**config.mk**
```make
export PLATFORM = sky130hd
export DESIGN_NAME = csi2_frame_ctrl
export DESIGN_NICKNAME = d
export VERILOG_FILES = /design/src/rtl/csi2_data_types_pkg.sv /design/src/rtl/csi2_frame_watchdog.sv /design/src/rtl/csi2_frame_ctrl.sv
export SDC_FILE = /design/constraint.sdc
export NUM_CORES = 1
export LEC_CHECK = 0
export BUFFER_PORTS_ARGS = -buffer_cell sky130_fd_sc_hd__buf_2
export CAP_MARGIN = 20
export CORE_MARGIN = 2
export CORE_UTILIZATION = 56
export DETAILED_ROUTE_END_ITERATION = 10
export PLACE_DENSITY = 0.95
export SLEW_MARGIN = 10
export SYNTH_ARGS = -nofsm -noshare
export SYNTH_HDL_FRONTEND = slang
export SYNTH_SLANG_ARGS = --single-unit
```
**constraint.sdc**
```tcl
create_clock -name clk_i -period 5.7 [get_ports clk_i]
set_input_delay 0.285 -clock clk_i [delete_from_list [all_inputs] [get_ports clk_i]]
set_output_delay 0.285 -clock clk_i [all_outputs]
set_load 0.02 [all_outputs]
```
**src/rtl/csi2_data_types_pkg.sv**
```systemverilog
// rtl/csi2_data_types_pkg.sv - shared types for the CSI-2 frame capture path
// Purpose: stream widths, frame error codes and frame-sequencer state encoding.
// Ports: none (package).
package csi2_data_types_pkg;
   localparam int AXIS_DATA_W = 32;
   localparam int AXIS_KEEP_W = AXIS_DATA_W / 8;

   typedef enum logic [2:0] {
      ERR_NONE          = 3'd0,
      ERR_FS_IN_FRAME   = 3'd1,
      ERR_FE_NO_FS      = 3'd2,
      ERR_LINE_MISMATCH = 3'd3,
      ERR_TIMEOUT       = 3'd4
   } frame_err_t;

   typedef enum logic [1:0] {
      IDLE_S    = 2'd0,
      WAIT_FS_S = 2'd1,
      CAPTURE_S = 2'd2
   } frame_ctrl_state_t;
endpackage

```
**src/rtl/csi2_frame_watchdog.sv**
```systemverilog
// rtl/csi2_frame_watchdog.sv - idle-cycle watchdog for the frame sequencer
// Purpose: counts idle cycles while enabled; pulses expired_o on the cycle the
//          count reaches limit_i-1. limit_i of zero disables expiry.
// Ports:
//   clk_i, rst_i  clock, asynchronous active-high reset
//   en_i          count enable (held in reset when low)
//   clr_i         restart count (activity seen this cycle)
//   limit_i       idle-cycle limit
//   expired_o     1-cycle expiry pulse (combinational)
module csi2_frame_watchdog #(
   parameter int TMO_W = 24
) (
   input  logic             clk_i,
   input  logic             rst_i,
   input  logic             en_i,
   input  logic             clr_i,
   input  logic [TMO_W-1:0] limit_i,
   output logic             expired_o
);
   logic [TMO_W-1:0] cnt;

   // Activity in the same cycle wins over expiry.
   assign expired_o = en_i && !clr_i && (limit_i != '0) && (cnt == limit_i - TMO_W'(1));

   always_ff @(posedge clk_i or posedge rst_i) begin
      if (rst_i) begin
         cnt <= '0;
      end else if (!en_i || clr_i || expired_o) begin
         cnt <= '0;
      end else begin
         cnt <= cnt + TMO_W'(1);
      end
   end
endmodule

```
**src/rtl/csi2_frame_ctrl.sv**
```systemverilog
// rtl/csi2_frame_ctrl.sv - CSI-2 frame-capture sequencer and payload gate
// Purpose: arms on command, opens the payload stream at frame start, closes it
//          at frame end, counts lines and reports completion and errors.
//          Gate changes only between packets so no packet is truncated.
// Ports:
//   clk_i, rst_i                 clock, asynchronous active-high reset
//   arm_i, continuous_i, stop_i  software control
//   exp_lines_i, timeout_i       expected lines (0 = no check), watchdog limit (0 = off)
//   frame_start_i, frame_end_i   1-cycle pulses from the packet handler
//   pkt_i_*                      payload stream in (slave)
//   pkt_o_*                      gated payload stream out (master)
//   busy_o, frame_done_o, frame_err_o, err_code_o, line_cnt_o, frame_cnt_o  status
module csi2_frame_ctrl
   import csi2_data_types_pkg::*;
#(
   parameter int LINE_CNT_W = 16,
   parameter int TMO_W      = 24
) (
   input  logic                   clk_i,
   input  logic                   rst_i,
   input  logic                   arm_i,
   input  logic                   continuous_i,
   input  logic                   stop_i,
   input  logic [LINE_CNT_W-1:0]  exp_lines_i,
   input  logic [TMO_W-1:0]       timeout_i,
   input  logic                   frame_start_i,
   input  logic                   frame_end_i,
   input  logic [AXIS_DATA_W-1:0] pkt_i_tdata,
   input  logic [AXIS_KEEP_W-1:0] pkt_i_tstrb,
   input  logic [AXIS_KEEP_W-1:0] pkt_i_tkeep,
   input  logic                   pkt_i_tlast,
   input  logic                   pkt_i_tvalid,
   output logic                   pkt_i_tready,
   output logic [AXIS_DATA_W-1:0] pkt_o_tdata,
   output logic [AXIS_KEEP_W-1:0] pkt_o_tstrb,
   output logic [AXIS_KEEP_W-1:0] pkt_o_tkeep,
   output logic                   pkt_o_tlast,
   output logic                   pkt_o_tvalid,
   input  logic                   pkt_o_tready,
   output logic                   busy_o,
   output logic                   frame_done_o,
   output logic                   frame_err_o,
   output logic [2:0]             err_code_o,
   output logic [LINE_CNT_W-1:0]  line_cnt_o,
   output logic [LINE_CNT_W-1:0]  frame_cnt_o
);
   frame_ctrl_state_t     state, state_n;
   frame_err_t            err_code, err_n, code;
   logic                  gate, gate_want, gate_want_n, in_pkt;
   logic                  stop_l, stop_n, cont_l, cont_n;
   logic                  done_q, done_n, errp_q, errp_n;
   logic [LINE_CNT_W-1:0] line_cnt, line_n, frame_cnt, frame_n, lines_now;
   logic                  acc, out_last, gate_upd, tmo_expired;

   // Closed gate sinks everything so the packet handler never stalls.
   assign pkt_i_tready = gate ? pkt_o_tready : 1'b1;
   assign pkt_o_tvalid = gate & pkt_i_tvalid;
   assign pkt_o_tdata  = pkt_i_tdata;
   assign pkt_o_tstrb  = pkt_i_tstrb;
   assign pkt_o_tkeep  = pkt_i_tkeep;
   assign pkt_o_tlast  = pkt_i_tlast;

   assign acc       = pkt_i_tvalid & pkt_i_tready;
   assign out_last  = gate & acc & pkt_i_tlast;
   // Gate may move only where no packet is open after this cycle; a beat that
   // opens a packet this cycle must keep the gate it started under.
   assign gate_upd  = acc ? pkt_i_tlast : !in_pkt;
   assign lines_now = line_cnt + LINE_CNT_W'(out_last);

   csi2_frame_watchdog #(.TMO_W(TMO_W)) u_wdog (
      .clk_i     (clk_i),
      .rst_i     (rst_i),
      .en_i      (state != IDLE_S),
      .clr_i     (acc | frame_start_i | frame_end_i),
      .limit_i   (timeout_i),
      .expired_o (tmo_expired)
   );

   always_comb begin
      state_n     = state;
      gate_want_n = gate_want;
      line_n      = line_cnt;
      frame_n     = frame_cnt;
      err_n       = err_code;
      done_n      = 1'b0;
      errp_n      = 1'b0;
      stop_n      = stop_l | stop_i;
      cont_n      = cont_l;
      code        = ERR_NONE;
      case (state)
         IDLE_S: begin
            stop_n = 1'b0;
            if (arm_i && !stop_i) begin
               state_n   = WAIT_FS_S;
               line_n    = '0;
               frame_n   = '0;
               err_n     = ERR_NONE;
               cont_n    = continuous_i;
            end
         end
         WAIT_FS_S: begin
            if (tmo_expired) begin
               code        = ERR_TIMEOUT;
               gate_want_n = 1'b0;
               state_n     = IDLE_S;
            end else begin
               if (frame_end_i) code = ERR_FE_NO_FS;
               if (stop_n) begin
                  state_n = IDLE_S;
               end else if (frame_start_i) begin
                  state_n     = CAPTURE_S;
                  gate_want_n = 1'b1;
                  line_n      = '0;
               end
            end
         end
         CAPTURE_S: begin
            line_n = lines_now;
            if (tmo_expired) begin
               code        = ERR_TIMEOUT;
               done_n      = 1'b1;
               frame_n     = frame_cnt + LINE_CNT_W'(1);
               gate_want_n = 1'b0;
               state_n     = IDLE_S;
            end else if (frame_end_i) begin
               done_n      = 1'b1;
               frame_n     = frame_cnt + LINE_CNT_W'(1);
               gate_want_n = 1'b0;
               if (exp_lines_i != '0 && lines_now != exp_lines_i) code = ERR_LINE_MISMATCH;
               // A same-cycle FS after FE starts the next frame when re-arming.
               if (cont_l && !stop_n) begin
                  state_n = WAIT_FS_S;
                  if (frame_start_i) begin
                     state_n     = CAPTURE_S;
                     gate_want_n = 1'b1;
                     line_n      = '0;
                  end
               end else begin
                  state_n = IDLE_S;
               end
            end else if (frame_start_i) begin
               code    = ERR_FS_IN_FRAME;
               done_n  = 1'b1;
               frame_n = frame_cnt + LINE_CNT_W'(1);
               line_n  = '0;
            end
         end
         default: state_n = IDLE_S;
      endcase
      if (code != ERR_NONE) begin
         err_n  = code;
         errp_n = 1'b1;
      end
   end

   always_ff @(posedge clk_i or posedge rst_i) begin
      if (rst_i) begin
         state     <= IDLE_S;
         err_code  <= ERR_NONE;
         gate      <= 1'b0;
         gate_want <= 1'b0;
         in_pkt    <= 1'b0;
         stop_l    <= 1'b0;
         cont_l    <= 1'b0;
         done_q    <= 1'b0;
         errp_q    <= 1'b0;
         line_cnt  <= '0;
         frame_cnt <= '0;
      end else begin
         state     <= state_n;
         err_code  <= err_n;
         gate_want <= gate_want_n;
         stop_l    <= stop_n;
         cont_l    <= cont_n;
         done_q    <= done_n;
         errp_q    <= errp_n;
         line_cnt  <= line_n;
         frame_cnt <= frame_n;
         if (acc)      in_pkt <= !pkt_i_tlast;
         if (gate_upd) gate   <= gate_want_n;
      end
   end

   assign busy_o       = (state != IDLE_S);
   assign frame_done_o = done_q;
   assign frame_err_o  = errp_q;
   assign err_code_o   = err_code;
   assign line_cnt_o   = line_cnt;
   assign frame_cnt_o  = frame_cnt;
endmodule

```
# Word-level counts from Yosys, hierarchy flattened
# Index checks and enable logic that the tools add are counted.
dict set report classes {
  addsub 4
  eq_ne 11
  muxes 48
  bitwise_logic 7
  reduce_logical 28
}
# op count
set op_table {}
lappend op_table {{2-to-1 mux 16 bit} 11}
lappend op_table {{case mux 16 bit (3 select lines)} 1}
lappend op_table {{case mux 16 bit (2 select lines)} 1}
lappend op_table {{adder 24 x 1 -> 24 bit (second input constant)} 1}
lappend op_table {{== test 24 bit} 1}
lappend op_table {{2-to-1 mux 24 bit} 1}
lappend op_table {{nonzero test 24 bit} 1}
lappend op_table {{subtractor 24 x 1 -> 24 bit (second input constant)} 1}
lappend op_table {{2-to-1 mux 2 bit} 10}
lappend op_table {{2-to-1 mux 3 bit} 6}
lappend op_table {{adder 16 x 1 -> 16 bit} 1}
lappend op_table {{adder 16 x 1 -> 16 bit (second input constant)} 1}
lappend op_table {{inequality test 16 bit} 1}
lappend op_table {{nonzero test 16 bit} 1}
lappend op_table {{2-to-1 mux 1 bit} 15}
lappend op_table {{inequality test 2 bit (second input constant)} 4}
lappend op_table {{inequality test 4 x 3 -> 1 bit (second input constant)} 2}
lappend op_table {{nonzero test 2 bit} 4}
lappend op_table {{logical AND 1 bit} 6}
lappend op_table {{zero test 1 bit} 6}
lappend op_table {{case mux 2 bit (3 select lines)} 1}
lappend op_table {{case mux 3 bit (2 select lines)} 1}
lappend op_table {{AND reduction 3 bit} 2}
lappend op_table {{nonzero test 3 bit} 2}
lappend op_table {{other kinds (10)} 17}
dict set report word_totals {
  register_bits 68
  in_bits 90
  out_inout_bits 81
  elab_cells 110
}

# Depth between registers and ports, before layout
# Gate-level depths: netlist (run 1).
dict set report depth {
  ltp_word 14
  depth_mapped 13
  ltp_nobuf 12
}

# Modules after synthesis
# From an unflattened synthesis (run 1), not the netlist that was laid out.
dict set report hier_totals {
  hier_cells 615
  area_unflattened_um2 5388.9
}
# mod instances cells_per_inst area_each_um2 seq_area_each_um2
set modules_own_cells {}
lappend modules_own_cells {csi2_frame_ctrl 1 373 3218.1 1101.1}
lappend modules_own_cells {csi2_frame_watchdog 1 242 2170.8 600.6}

# Least setup slack after synthesis (run 1)
# OpenSTA, ideal clock, no wires.
dict set report synth_path {
  path_type {reg2reg}
  from {register gate}
  to {register errp_q, in the netlist frame_err_o}
  setup_time_ps 134
  arrival_time_ps 2890
  t_required_ps 5566
  path_slack_ps 2675
  stages_incl_launch_ff 14
  n_path_buf 1
  synth_period_minus_slack_ps 3025
  cell_sequence {dfrtp_1 > and2_1 > and3_1 > ha_1 > and4_1 > clkbuf_1 > nand4_1 > or4_1 > a32oi_1 > nand4_1 > nand4_1 > o21ai_0 > o21ai_0 > o21ai_0}
}
dict set report synth_between {
  elab_chain_cells 13
}
# item line
set synth_lines {}
lappend synth_lines {{from (decl)} csi2_frame_ctrl.sv:49} ;# logic gate, gate_want, gate_want_n, in_pkt;
lappend synth_lines {{from (signal assigned)} csi2_frame_ctrl.sv:180} ;# if (gate_upd) gate <= gate_want_n;
lappend synth_lines {{2-to-1 mux 1 bit} csi2_frame_ctrl.sv:56} ;# assign pkt_i_tready = gate ? pkt_o_tready : 1'b1;
lappend synth_lines {{bitwise AND 1 bit} csi2_frame_ctrl.sv:63} ;# assign acc = pkt_i_tvalid & pkt_i_tready;
lappend synth_lines {{bitwise AND 1 bit (2 in a row)} csi2_frame_ctrl.sv:64} ;# assign out_last = gate & acc & pkt_i_tlast;
lappend synth_lines {{adder 16 x 1 -> 16 bit} csi2_frame_ctrl.sv:68} ;# assign lines_now = line_cnt + LINE_CNT_W'(out_last);
lappend synth_lines {{inequality test 16 bit} csi2_frame_ctrl.sv:129} ;# if (exp_lines_i != '0 && lines_now != exp_lines_i) code = ERR_LINE_MISMATCH;
lappend synth_lines {{logical AND 1 bit} csi2_frame_ctrl.sv:129}
lappend synth_lines {{2-to-1 mux 2 bit} csi2_frame_ctrl.sv:129}
lappend synth_lines {{2-to-1 mux 3 bit} csi2_frame_ctrl.sv:125} ;# end else if (frame_end_i) begin
lappend synth_lines {{2-to-1 mux 3 bit} csi2_frame_ctrl.sv:119} ;# if (tmo_expired) begin
lappend synth_lines {{case mux 3 bit (2 select lines) (*)} csi2_frame_ctrl.sv:90} ;# case (state)
lappend synth_lines {{nonzero test 3 bit (*)} csi2_frame_ctrl.sv:150} ;# if (code != ERR_NONE) begin
lappend synth_lines {{2-to-1 mux 1 bit (*)} csi2_frame_ctrl.sv:150}
lappend synth_lines {{named net errp_n} csi2_frame_ctrl.sv:51} ;# logic done_q, done_n, errp_q, errp_n;
lappend synth_lines {{to (signal assigned)} csi2_frame_ctrl.sv:176} ;# errp_q <= errp_n;
lappend synth_lines {{to (decl)} csi2_frame_ctrl.sv:51}
# Mark *: on every way through the listed nets, which the timed path passes. The rest lies on a longest branch.
# A chain may end at the register's enable or synchronous reset.

# Worst setup path in the final report (run 1)
dict set report layout_path {
  from {register state[0]}
  to {register u_wdog.cnt[21]}
}
dict set report layout_between {
  elab_chain_cells 6
}
# item line
set layout_lines {}
lappend layout_lines {{from (decl)} csi2_frame_ctrl.sv:47} ;# frame_ctrl_state_t state, state_n;
lappend layout_lines {{from (signal assigned)} csi2_frame_ctrl.sv:170} ;# state <= state_n;
lappend layout_lines {{nonzero test 2 bit (*)} csi2_frame_ctrl.sv:73} ;# .en_i (state != IDLE_S),
lappend layout_lines {{logical AND 1 bit (3 in a row)} csi2_frame_watchdog.sv:23} ;# assign expired_o = en_i && !clr_i && (limit_i != '0) && (cnt == limit_i - TMO_W'(1));
lappend layout_lines {{logical OR 1 bit (*)} csi2_frame_watchdog.sv:28} ;# end else if (!en_i || clr_i || expired_o) begin
lappend layout_lines {{2-to-1 mux 24 bit (*)} csi2_frame_watchdog.sv:28}
lappend layout_lines {{to (signal assigned)} csi2_frame_watchdog.sv:31} ;# cnt <= cnt + TMO_W'(1);
lappend layout_lines {{to (decl)} csi2_frame_watchdog.sv:20} ;# logic [TMO_W-1:0] cnt;
# Every way passes the cells marked *; elsewhere a longest branch is shown, timed or not.

==> flow_summary.json, run 1 <==
{
  "status": "finished, final reports clean",
  "synth_ff_type": "dfrtp_1",
  "setup_ws_ns": 1.82,
  "drv_cap": 0,
  "dieArea_um2": 10400,
  "netlist_area_um2": 5370,
  "maxSlewHeadroom_pct": 33.3,
  "grt_usage_pct": 26.1,
  "place_congestion": 0.972,
  "setup_tns_ns": 0,
  "port_buffers": 90,
  "hold_ws_ns": 0.183,
  "hold_buffers": 0,
  "clock_path_buffers": 2,
  "synth_top_area_cell": "dfrtp_1",
  "fp.dieW_um": 102,
  "hpwl_um": 9810,
  "dr.first_iter.drc_count": 381,
  "cts-resized-gates": 0,
  "place_ws_ns": 1.85,
  "cts_tree": "built",
  "clkTransAtPathRegs_ns": 0.09,
  "cts_made_buffers": 9,
  "wl_met1_um": 5710,
  "drtPass1Iterations": 6,
  "fin_skew_ns": 0.0162,
  "critPathCaptureType": "register",
  "postSynthAreaPerCell_um2": 8.21,
  "crit_required_ns": 5.89,
  "yosysSeqAreaShare_pct": 31.7,
  "slew_violations": 0,
  "ant_nets": 0,
  "synthTopCellsByArea": "dfrtp_1, xnor2_1, buf_4, nor2_1, xor2_1",
  "total_power_mw": 1.29,
  "insertion_delay_ns": 0.35,
  "final.period_utilization_pct": 68.2,
  "post_drt_wl_per_cell_um": 16.5,
  "fp-row-count": 35,
  "dp_cells": 800,
  "grt_pass1_vias": 4741,
  "worstSetupStartpointType": "register",
  "antenna_found_initial": 0,
  "viasPerCell": 6.22,
  "top_layer_used": "met4",
  "wl_um": 13400,
  "synth_seq_cells": 68,
  "grt_pass1_wl_um": 22000,
  "cts.htree.levels": 3,
  "fin_crit_ns": 3.88,
  "boundaryPins": 171,
  "critPathMaxFanout": 24,
  "tightest_slew_ns": 0.997,
  "syn_inst": 654,
  "drive_gt1_share_pct": 18.3,
  "met3RoutedLength_um": 1140,
  "vias": 5077,
  "die_height_um": 102,
  "start_util_pct": 57.8,
  "met2_length_um": 6310,
  "grt_overflow": 0,
  "grt_max_degree": 69,
  "synth.net_count": 754,
  "yosys_warnings": 0,
  "async_reset_ff_share_pct": 100,
  "fmax_mhz": 257,
  "yosys.cell_types.count": 65,
  "final_area_um2": 5720,
  "finalNetCount": 782,
  "layout.cells.non_filler": 816,
  "synth_top_area_share_pct": 31.7,
  "root_buffer": "clkbuf_8",
  "synth_edf_count": 0,
  "diodes": 0,
  "clock-sinks": 68,
  "drc": 0,
  "hold_viol": 0,
  "area_growth_pct": 6.43,
  "power_leakage_nw": 2.51,
  "worstHoldPathType": "in2async",
  "vdd_drop_max_v": 0.000144,
  "cellPowerDensity_nw_per_um2": 226,
  "postCtsSetupBuffers": 0,
  "fin_util_pct": 61.6,
  "setup_viol": 0,
  "core_um2": 9280,
  "cp_data_arrival_time_ns": 4.07,
  "dpl_cell_area_um2": 5540,
  "path_class": "reg2reg",
  "rsz0062_at_grt": "false"
}
state kept, by name (all words and copies together) (netlist names):
register      count
cont_l            1
state             2
in_pkt            1
u_wdog.cnt       24
line_cnt_o       16
gate              1
frame_err_o       1
err_code_o        3
stop_l            1
gate_want         1
frame_done_o      1
frame_cnt_o      16
final cells by class:
class,instances,area [um^2]
fill,791,3570
multi-input combinational,497,3150
sequential,68,1700
timing repair buffer,93,473
tap,129,161
clock buffer,10,138
inverter,13,48.8
clock inverter,6,38.8
report_power, final:
part | switching (mW) | leakage [nW] | internal, mW
combinational | 0.259 | 1.48 | 0.127
clock | 0.194 | 0.0885 | 0.169
sequential | 0.0293 | 0.941 | 0.514
path summary, 6_finish.rpt:
kind | slack, ns | to | depth (start not counted) | from
max | 1.82 | u_wdog.cnt[21] | 9 | state[0]
min | 0.18 | u_wdog.cnt[9] | 3 | rst_i
max reg2reg | 1.82 | u_wdog.cnt[21] | 9 | state[0]
min reg2reg | 0.51 | in_pkt | 2 | in_pkt
max in group asynchronous | 4.95 | gate | 3 | rst_i
min in group clk_i | 0.20 | cont_l | 2 | continuous_i
cells in the final DEF, fill, tap and decap left out, types with 6 or more instances in the layout:
master / count
nand2b_1: 17
nor4_1: 16
mux2i_1: 7
o21ai_0: 43
nor2b_1: 8
ha_1: 10
nor2_1: 60
inv_1: 12
clkbuf_8: 10
buf_2: 90
xor2_1: 25
o31ai_1: 15
or3_1: 8
nor3_1: 14
nand2_1: 53
and2_1: 6
and3_1: 19
nand4_1: 26
dfrtp_1: 68
a21oi_1: 20
and4_1: 6
xnor2_1: 43
nand3_1: 29
per-layer routing:
metal / GRT usage [%] / vias up
li1: - / 2362
met1: 34.9 / 2405
met2: 42.3 / 275
met3: 5.34 / 35
met4: 9.33 / 0
met5: 0 / -
synthesized netlist by cell type, types with 3 or more instances:
master / instances
a21boi_0: 3
a21oi_1: 20
a31o_1: 3
a31o_2: 3
a31oi_1: 4
and2_1: 6
and3_1: 19
and4_1: 6
buf_1: 3
buf_2: 3
buf_4: 41
buf_6: 3
clkbuf_1: 26
dfrtp_1: 68
ha_1: 10
inv_1: 13
mux2i_1: 7
nand2_1: 53
nand2b_1: 17
nand3_1: 29
nand3b_1: 4
nand4_1: 26
nor2_1: 60
nor2b_1: 8
nor3_1: 14
nor4_1: 16
o211ai_1: 3
o21ai_0: 43
o311ai_0: 3
o31ai_1: 15
o41ai_1: 3
or2_2: 4
or3_1: 8
or4_1: 4
xnor2_1: 43
xor2_1: 25
critical path, cell delays in order, from the launching register on:
cell	delay, ns
dfrtp_1	0.43
inv_1	0.09
ha_1	0.30
a2111oi_0	0.57
nand4_1	0.18
or4b_1	0.53
nor4_2	0.25
nand4_2	0.43
nand4_1	0.82
nor2_1	0.13
kinds of logic (layout without fill, tap and decap cells):
logic type / count (synthesis) / after routing / share of synthesized area, %
AND/OR/NAND/NOR: 287 / 287 / 28.8
AO/OA/AOI/OAI: 123 / 123 / 14.8
buffers and inverters: 89 / 122 / 9.58
XOR/XNOR: 68 / 68 / 11.1
flip-flops: 68 / 68 / 31.7
adder cells (fa/ha/maj): 10 / 10 / 2.33
multiplexers: 9 / 9 / 1.72
No activity file was read; power rests on OpenSTA's default activity.
==> run 2, diff against run 1 <==
--- a/config.mk
+++ b/config.mk
@@ -8,9 +8,9 @@
 export BUFFER_PORTS_ARGS = -buffer_cell sky130_fd_sc_hd__buf_2
 export CAP_MARGIN = 20
 export CORE_MARGIN = 2
-export CORE_UTILIZATION = 56
+export CORE_UTILIZATION = 47
 export DETAILED_ROUTE_END_ITERATION = 10
-export PLACE_DENSITY = 0.95
+export PLACE_DENSITY = 0.89
 export SLEW_MARGIN = 10
 export SYNTH_ARGS = -nofsm -noshare
 export SYNTH_HDL_FRONTEND = slang
==> constraint.sdc (replaced) <==
create_clock -name clk_i -period 3.4 [get_ports clk_i]
set_input_delay 0.17 -clock clk_i [delete_from_list [all_inputs] [get_ports clk_i]]
set_output_delay 0.17 -clock clk_i [all_outputs]
set_load 0.02 [all_outputs]
==> run 2 against run 1 <==
Compared with the run above:
- die area rose by 18%
- utilization fell by 8.8 points
- via count fell by 3.2%
- cell count rose by 3.3%
- wire length fell by 3.8%
- clock skew fell by 0.012 ns
- non-clock buffer count rose by 13
- critical path depth rose by 3
- largest cell class unchanged
- largest power group unchanged
==> flow_summary.json, run 2 (synthesis results as in run 1) <==
{
  "status": "finished, final reports clean",
  "drv_cap": 0,
  "rsz0062_at_grt": "false",
  "netSwitchingFraction_pct": 34.1,
  "grt_usage_pct": 21.1,
  "ant_nets": 0,
  "dr.first_iter.drc_count": 388,
  "fp-row-count": 39,
  "fin_util_pct": 52.7,
  "largest-register": "u_wdog.cnt",
  "maxSlewHeadroom_pct": 50.7,
  "tightest_slew_ns": 0.738,
  "finalNetCount": 795,
  "die_height_um": 111,
  "setup_tns_ns": 0,
  "clock-sinks": 68,
  "setup.worst_path.start": "state[0]",
  "hpwl_um": 9360,
  "drc": 0,
  "drtPass1Iterations": 5,
  "switchingPower_uw": 828,
  "place_congestion": 0.953,
  "worstHoldPathType": "in2reg",
  "crit_slowest_cell": "or4b_1",
  "grt_pass1_wl_um": 21600,
  "cp.buffers_inverters": 3,
  "worstSetupStartpointType": "register",
  "power_leakage_nw": 2.62,
  "fin_skew_ns": 0.00435,
  "cts_made_buffers": 9,
  "cp_common_cell": "buf_4",
  "reg2reg_from": "state[0]",
  "root_buffer": "clkbuf_16",
  "min_from": "continuous_i",
  "core_um2": 11300,
  "cts_tree": "built",
  "path_cells": "inv_1 -> ha_1 -> a2111oi_1 -> buf_4 -> nand4_1 -> or4b_1 -> nor4_2 -> nand4_2 -> buf_4 -> nand2_2 -> a31oi_1 -> a41o_1",
  "hold_viol": 0,
  "final_area_um2": 5940,
  "critPathMaxFanout": 14,
  "setup_viol": 0,
  "slew_violations": 0,
  "vias": 4915,
  "cpPeakStageDelay_ns": 0.50,
  "p_clk_share_pct": 35.8,
  "start_util_pct": 47.6,
  "post_drt_wl_per_cell_um": 15.4,
  "clkTransAtPathRegs_ns": 0.06,
  "share_seq_of_total_power_pct": 37.5,
  "cp_data_arrival_time_ns": 3.31,
  "grt_overflow": 0,
  "cts.htree.levels": 3,
  "boundaryPins": 171,
  "viasPerCell": 5.83,
  "area_growth_pct": 10.7,
  "port_buffers": 90,
  "cellPowerDensity_nw_per_um2": 408,
  "dpl_cell_area_um2": 5640,
  "drive_gt1_share_pct": 19.6,
  "critPathCaptureType": "register",
  "path_class": "reg2reg",
  "antenna_found_initial": 0,
  "vdd_drop_max_v": 0.000218,
  "fin_crit_ns": 3.09,
  "crit_family": "simple AND/OR/NAND/NOR gates",
  "fp.dieW_um": 111,
  "p_int_mw": 1.60,
  "insertion_delay_ns": 0.34,
  "final_cell_mix": "buf_2, dfrtp_1, nor2_1, nand2_1",
  "final.period_utilization_pct": 90.8,
  "clock_path_buffers": 2,
  "dieArea_um2": 12300,
  "power_frac_comb_pct": 26.8,
  "grt_pass1_vias": 4499,
  "fmax_mhz": 324,
  "largest_reg_flops": 24,
  "final_common_cell": "buf_2",
  "crit_required_ns": 3.62,
  "grt_max_degree": 36,
  "wl_um": 12900
}
[run 2: cell types whose count changed in the layout (fill, tap and decap cells not counted), sizes merged]
cell and change:
clkbuf +1, inv -1, diode +1, dlygate4sd3 +1, clkinvlp -1, buf +12
[run 2: layout make-up]
cell class                 instances  area (um^2)
antenna                            1         2.50
clock buffer                      11          243
clock inverter                     4         26.3
fill                            1044         5330
inverter                          13         48.8
multi-input combinational        497         3160
sequential                        68         1700
tap                              143          179
timing repair buffer             106          586
[run 2: final timing paths]
check | slack (ns) | to | cells past startpoint
setup / recovery | 0.31 | frame_cnt_o[7] | 12
hold / removal | 0.07 | cont_l | 2
setup reg to reg | 0.31 | frame_cnt_o[7] | 12
hold reg to reg | 0.51 | in_pkt | 2
max in group asynchronous | 1.97 | stop_l | 4
min in group asynchronous | 0.51 | u_wdog.cnt[11] | 3
[run 2: routing by layer]
metal	wire length (um)	GRT usage, %
met2	6060	33.4
met4	196	7.17
met3	864	4.76
met5	0	0
met1	5820	28.5
[run 2: per-stage QoR]
| step | hold slack (ns) | worst slack [ns] | std cells | power, mW |
|---|---|---|---|---|
| 6_report | 0.0688 | 0.311 | 843 | 2.43 |
| 5_1_grt | 0.0668 | 0.00312 | 842 | 2.56 |
| 4_1_cts | 0.0618 | 0.209 | 839 | 2.44 |
| 3_5_place_dp | 0.340 | 0.227 | 823 | 1.57 |
| 3_3_place_gp | 0.340 | 0.308 | 823 | 1.55 |
| 2_1_floorplan | 0.321 | 0.375 | 654 | 1.41 |
[run 2: worst reg2reg max path, delay by kind of cell (launching register included)]
kind / cells / cell delay (ns)
flops: 1 / 0.42
fa+ha+maj: 1 / 0.21
simple gates: 5 / 1.19
buf+inv: 3 / 0.46
compound gates: 3 / 0.69
[run 2: power by group through the flow]
stage / Clock [mW] / Combinational (mW) / Sequential (mW)
6_report: 0.868 / 0.650 / 0.909
5_1_grt: 0.925 / 0.724 / 0.915
4_1_cts: 0.883 / 0.650 / 0.909
3_5_place_dp: 0 / 0.645 / 0.923
3_3_place_gp: 0 / 0.632 / 0.920
2_1_floorplan: 0 / 0.474 / 0.939
[run 2: what timing repair did]
| action | CTS | global route |
|---|---|---|
| setup endpoints to repair | 0 | 4 |
| setup buffers | 0 | 3 |
| hold buffers | 1 | 0 |
| endpoints found under the hold margin | 33 | 0 |
| gates resized for setup | 0 | 2 |
==> run 3, diff against run 2 <==
--- a/config.mk
+++ b/config.mk
@@ -5,12 +5,14 @@
 export SDC_FILE = /design/constraint.sdc
 export NUM_CORES = 1
 export LEC_CHECK = 0
+export ABC_AREA = 1
 export BUFFER_PORTS_ARGS = -buffer_cell sky130_fd_sc_hd__buf_2
 export CAP_MARGIN = 20
 export CORE_MARGIN = 2
-export CORE_UTILIZATION = 47
+export CORE_UTILIZATION = 48
 export DETAILED_ROUTE_END_ITERATION = 10
 export PLACE_DENSITY = 0.89
+export REMOVE_ABC_BUFFERS = 1
 export SLEW_MARGIN = 10
 export SYNTH_ARGS = -nofsm -noshare
 export SYNTH_HDL_FRONTEND = slang
==> run 3 against run 2 <==
Compared with the run above:
- die area increased by 8.1%
- synthesized area increased by 11%
- first-iteration DRC count rose by 3.6%
- global-route usage increased by 5.0 points
- critical path depth grew 12
- register-to-register slack better by 0.23 ns
- cell area up 11%
==> flow_summary.json, run 3 <==
{
  "status": "finished, final reports clean",
  "fmax_mhz": 350,
  "vias": 5754,
  "crit_slowest_cell": "dfrtp_1",
  "cellPowerDensity_nw_per_um2": 436,
  "core_um2": 12100,
  "path_cells": "nand2_1 -> nand2_1 -> nor2_1 -> inv_1 -> nor2_1 -> ha_1 -> nand2_1 -> nor2_2 -> nand2_1 -> nand2_1 -> nand2_1 -> nand2_1 -> nand2_1 -> nor2_1 -> nand3_1 -> nor2_1 -> nand2_1 -> nand2_1 -> nand2_1 -> nand2_1 -> nand2_1 -> nor2_2 -> nand3_1 -> nand2_1",
  "diodes": 0,
  "drtPass1Iterations": 6,
  "dieArea_um2": 13300,
  "power_leakage_nw": 3.13,
  "grt_overflow": 0,
  "final_cell_mix": "nand2_1, nor2_1, inv_1, buf_2, dfrtp_1",
  "clkTransAtPathRegs_ns": 0.05,
  "share_seq_of_total_power_pct": 31.8,
  "min_to": "cont_l",
  "drv_cap": 0,
  "rrSetupSlack_ns": 0.54,
  "worstSetupStartpointType": "register",
  "hpwl_um": 13000,
  "wl_um": 16700,
  "hold_ws_ns": 0.0912,
  "largest_reg_flops": 24,
  "cts.htree.levels": 3,
  "grt_pass1_wl_um": 27000,
  "boundaryPins": 171,
  "final_common_cell": "nand2_1",
  "netSwitchingFraction_pct": 35.0,
  "total_power_mw": 2.89,
  "dr.first_iter.drc_count": 402,
  "synth_edf_count": 0,
  "fp.dieW_um": 115,
  "hold_depth": 2,
  "clock_path_buffers": 2,
  "postCtsSetupBuffers": 0,
  "rsz0062_at_grt": "false",
  "yosys.cell_types.count": 47,
  "ant_nets": 0,
  "critPathMaxFanout": 7,
  "port_buffers": 90,
  "fin_crit_ns": 2.86,
  "synthTopCellsByArea": "dfrtp_1, nand2_1, nor2_1, inv_1, nand3_1",
  "tightest_slew_ns": 0.731,
  "synth_common_cells": "nand2_1, nor2_1, inv_1, dfrtp_1, nand3_1",
  "root_buffer": "clkbuf_16",
  "fp-row-count": 40,
  "area_growth_pct": 11.3,
  "synth_seq_cells": 68,
  "postSynthAreaPerCell_um2": 6.95,
  "cpPeakStageDelay_ns": 0.39,
  "setup_viol": 0,
  "die_height_um": 115,
  "cp_common_cell": "nand2_1",
  "place_congestion": 0.942,
  "viasPerCell": 5.32,
  "p_int_mw": 1.88,
  "switchingPower_mw": 1.01,
  "synth_top_area_cell": "dfrtp_1",
  "clock-sinks": 68,
  "final.period_utilization_pct": 84.0,
  "power_frac_comb_pct": 30.1,
  "r2r_cells": 24,
  "slew_violations": 0,
  "r2r-end": "err_code_o[2]",
  "yosys_warnings": 0,
  "drc": 0,
  "setup_tns_ns": 0,
  "cts_tree": "built",
  "min_from": "continuous_i",
  "fin_util_pct": 54.9,
  "synth_most_common_cell": "nand2_1",
  "setup.worst_path.start": "gate",
  "path_class": "reg2reg",
  "syn_inst": 855,
  "drive_gt1_share_pct": 20.8,
  "yosysSeqAreaShare_pct": 28.6,
  "grt_usage_pct": 26.1,
  "hold_viol": 0,
  "vdd_drop_max_v": 0.000475,
  "cp_data_arrival_time_ns": 3.12,
  "critPathCaptureType": "register",
  "netlist_area_um2": 5950,
  "async_reset_ff_share_pct": 100,
  "finalNetCount": 1008,
  "synth_top_area_share_pct": 28.6,
  "grt_max_degree": 33,
  "fin_skew_ns": 0.00514,
  "crit_required_ns": 3.67,
  "post_drt_wl_per_cell_um": 15.5,
  "worstHoldPathType": "in2reg",
  "p_clk_share_pct": 38.1,
  "synth_ff_type": "dfrtp_1",
  "grt_pass1_vias": 5332,
  "start_util_pct": 49.3,
  "largest-register": "u_wdog.cnt",
  "maxSlewHeadroom_pct": 51.1,
  "insertion_delay_ns": 0.33,
  "reg2reg_from": "gate",
  "antenna_found_initial": 0,
  "cts_made_buffers": 9
}
[run 3: area by class of cell]
type,count,area [um^2]
fillers,1133,5440
multi-input cells,628,3470
flip-flops and latches,68,1700
repair buffers,95,490
inverters,106,398
clock buffers,12,256
well taps,168,210
clock inverters,4,95.1
[run 3: worst max-delay path: cells and delay by family (launching register included)]
kind	cells	cell delay [ns]
flip-flops	1	0.39
adder cells (fa/ha/maj)	1	0.21
AND/OR/NAND/NOR	22	2.13
buffers and inverters	1	0.06
[run 3: worst max-delay path by stage]
stage	cells after the start	slack, ns	to
2_1_floorplan	19	0.76	err_code_o[0]
5_1_grt	24	0.07	err_code_o[1]
4_1_cts	24	0.47	err_code_o[2]
3_5_place_dp	19	0.57	err_code_o[2]
3_3_place_gp	19	0.69	err_code_o[1]
6_report	24	0.54	err_code_o[2]
[run 3: what timing repair did]
action                     in CTS  in global routing
hold buffers                    1                  0
hold endpoints to repair       23                  0
gates resized for setup         0                  1
setup endpoints to repair       0                  3
[run 3: metrics by stage]
step	setup WS (ns)	cell area, um^2	cells
2_1_floorplan	0.763	5570	802
3_3_place_gp	0.691	6260	1064
3_5_place_dp	0.572	6260	1064
4_1_cts	0.473	6620	1081
5_1_grt	0.0730	6620	1081
6_report	0.544	6620	1081
[run 3: power groups by stage]
stage	clock [mW]	sequential, mW	combinational, mW
6_report	1.10	0.918	0.870
5_1_grt	1.16	0.927	0.971
4_1_cts	1.12	0.919	0.872
3_5_place_dp	0	0.933	0.864
3_3_place_gp	0	0.930	0.856
2_1_floorplan	0	0.949	0.580
[run 3: logic make-up after synthesis]
group	Yosys count	share of synthesized area, %
buf+inv	159	13.1
fa+ha+maj	10	2.10
compound gates	71	7.87
simple gates	484	38.1
flops	68	28.6
xor+xnor	62	10.1
mux	1	0.189
[run 3: metal layers]
metal | vias to the layer above | wire length, um | track usage, %
li1 | 2804 | - | -
met3 | 32 | 1960 | 10.9
met2 | 285 | 7000 | 38.3
met1 | 2627 | 7320 | 34.7
met5 | - | 184 | 8.52
met4 | 6 | 240 | 7.23
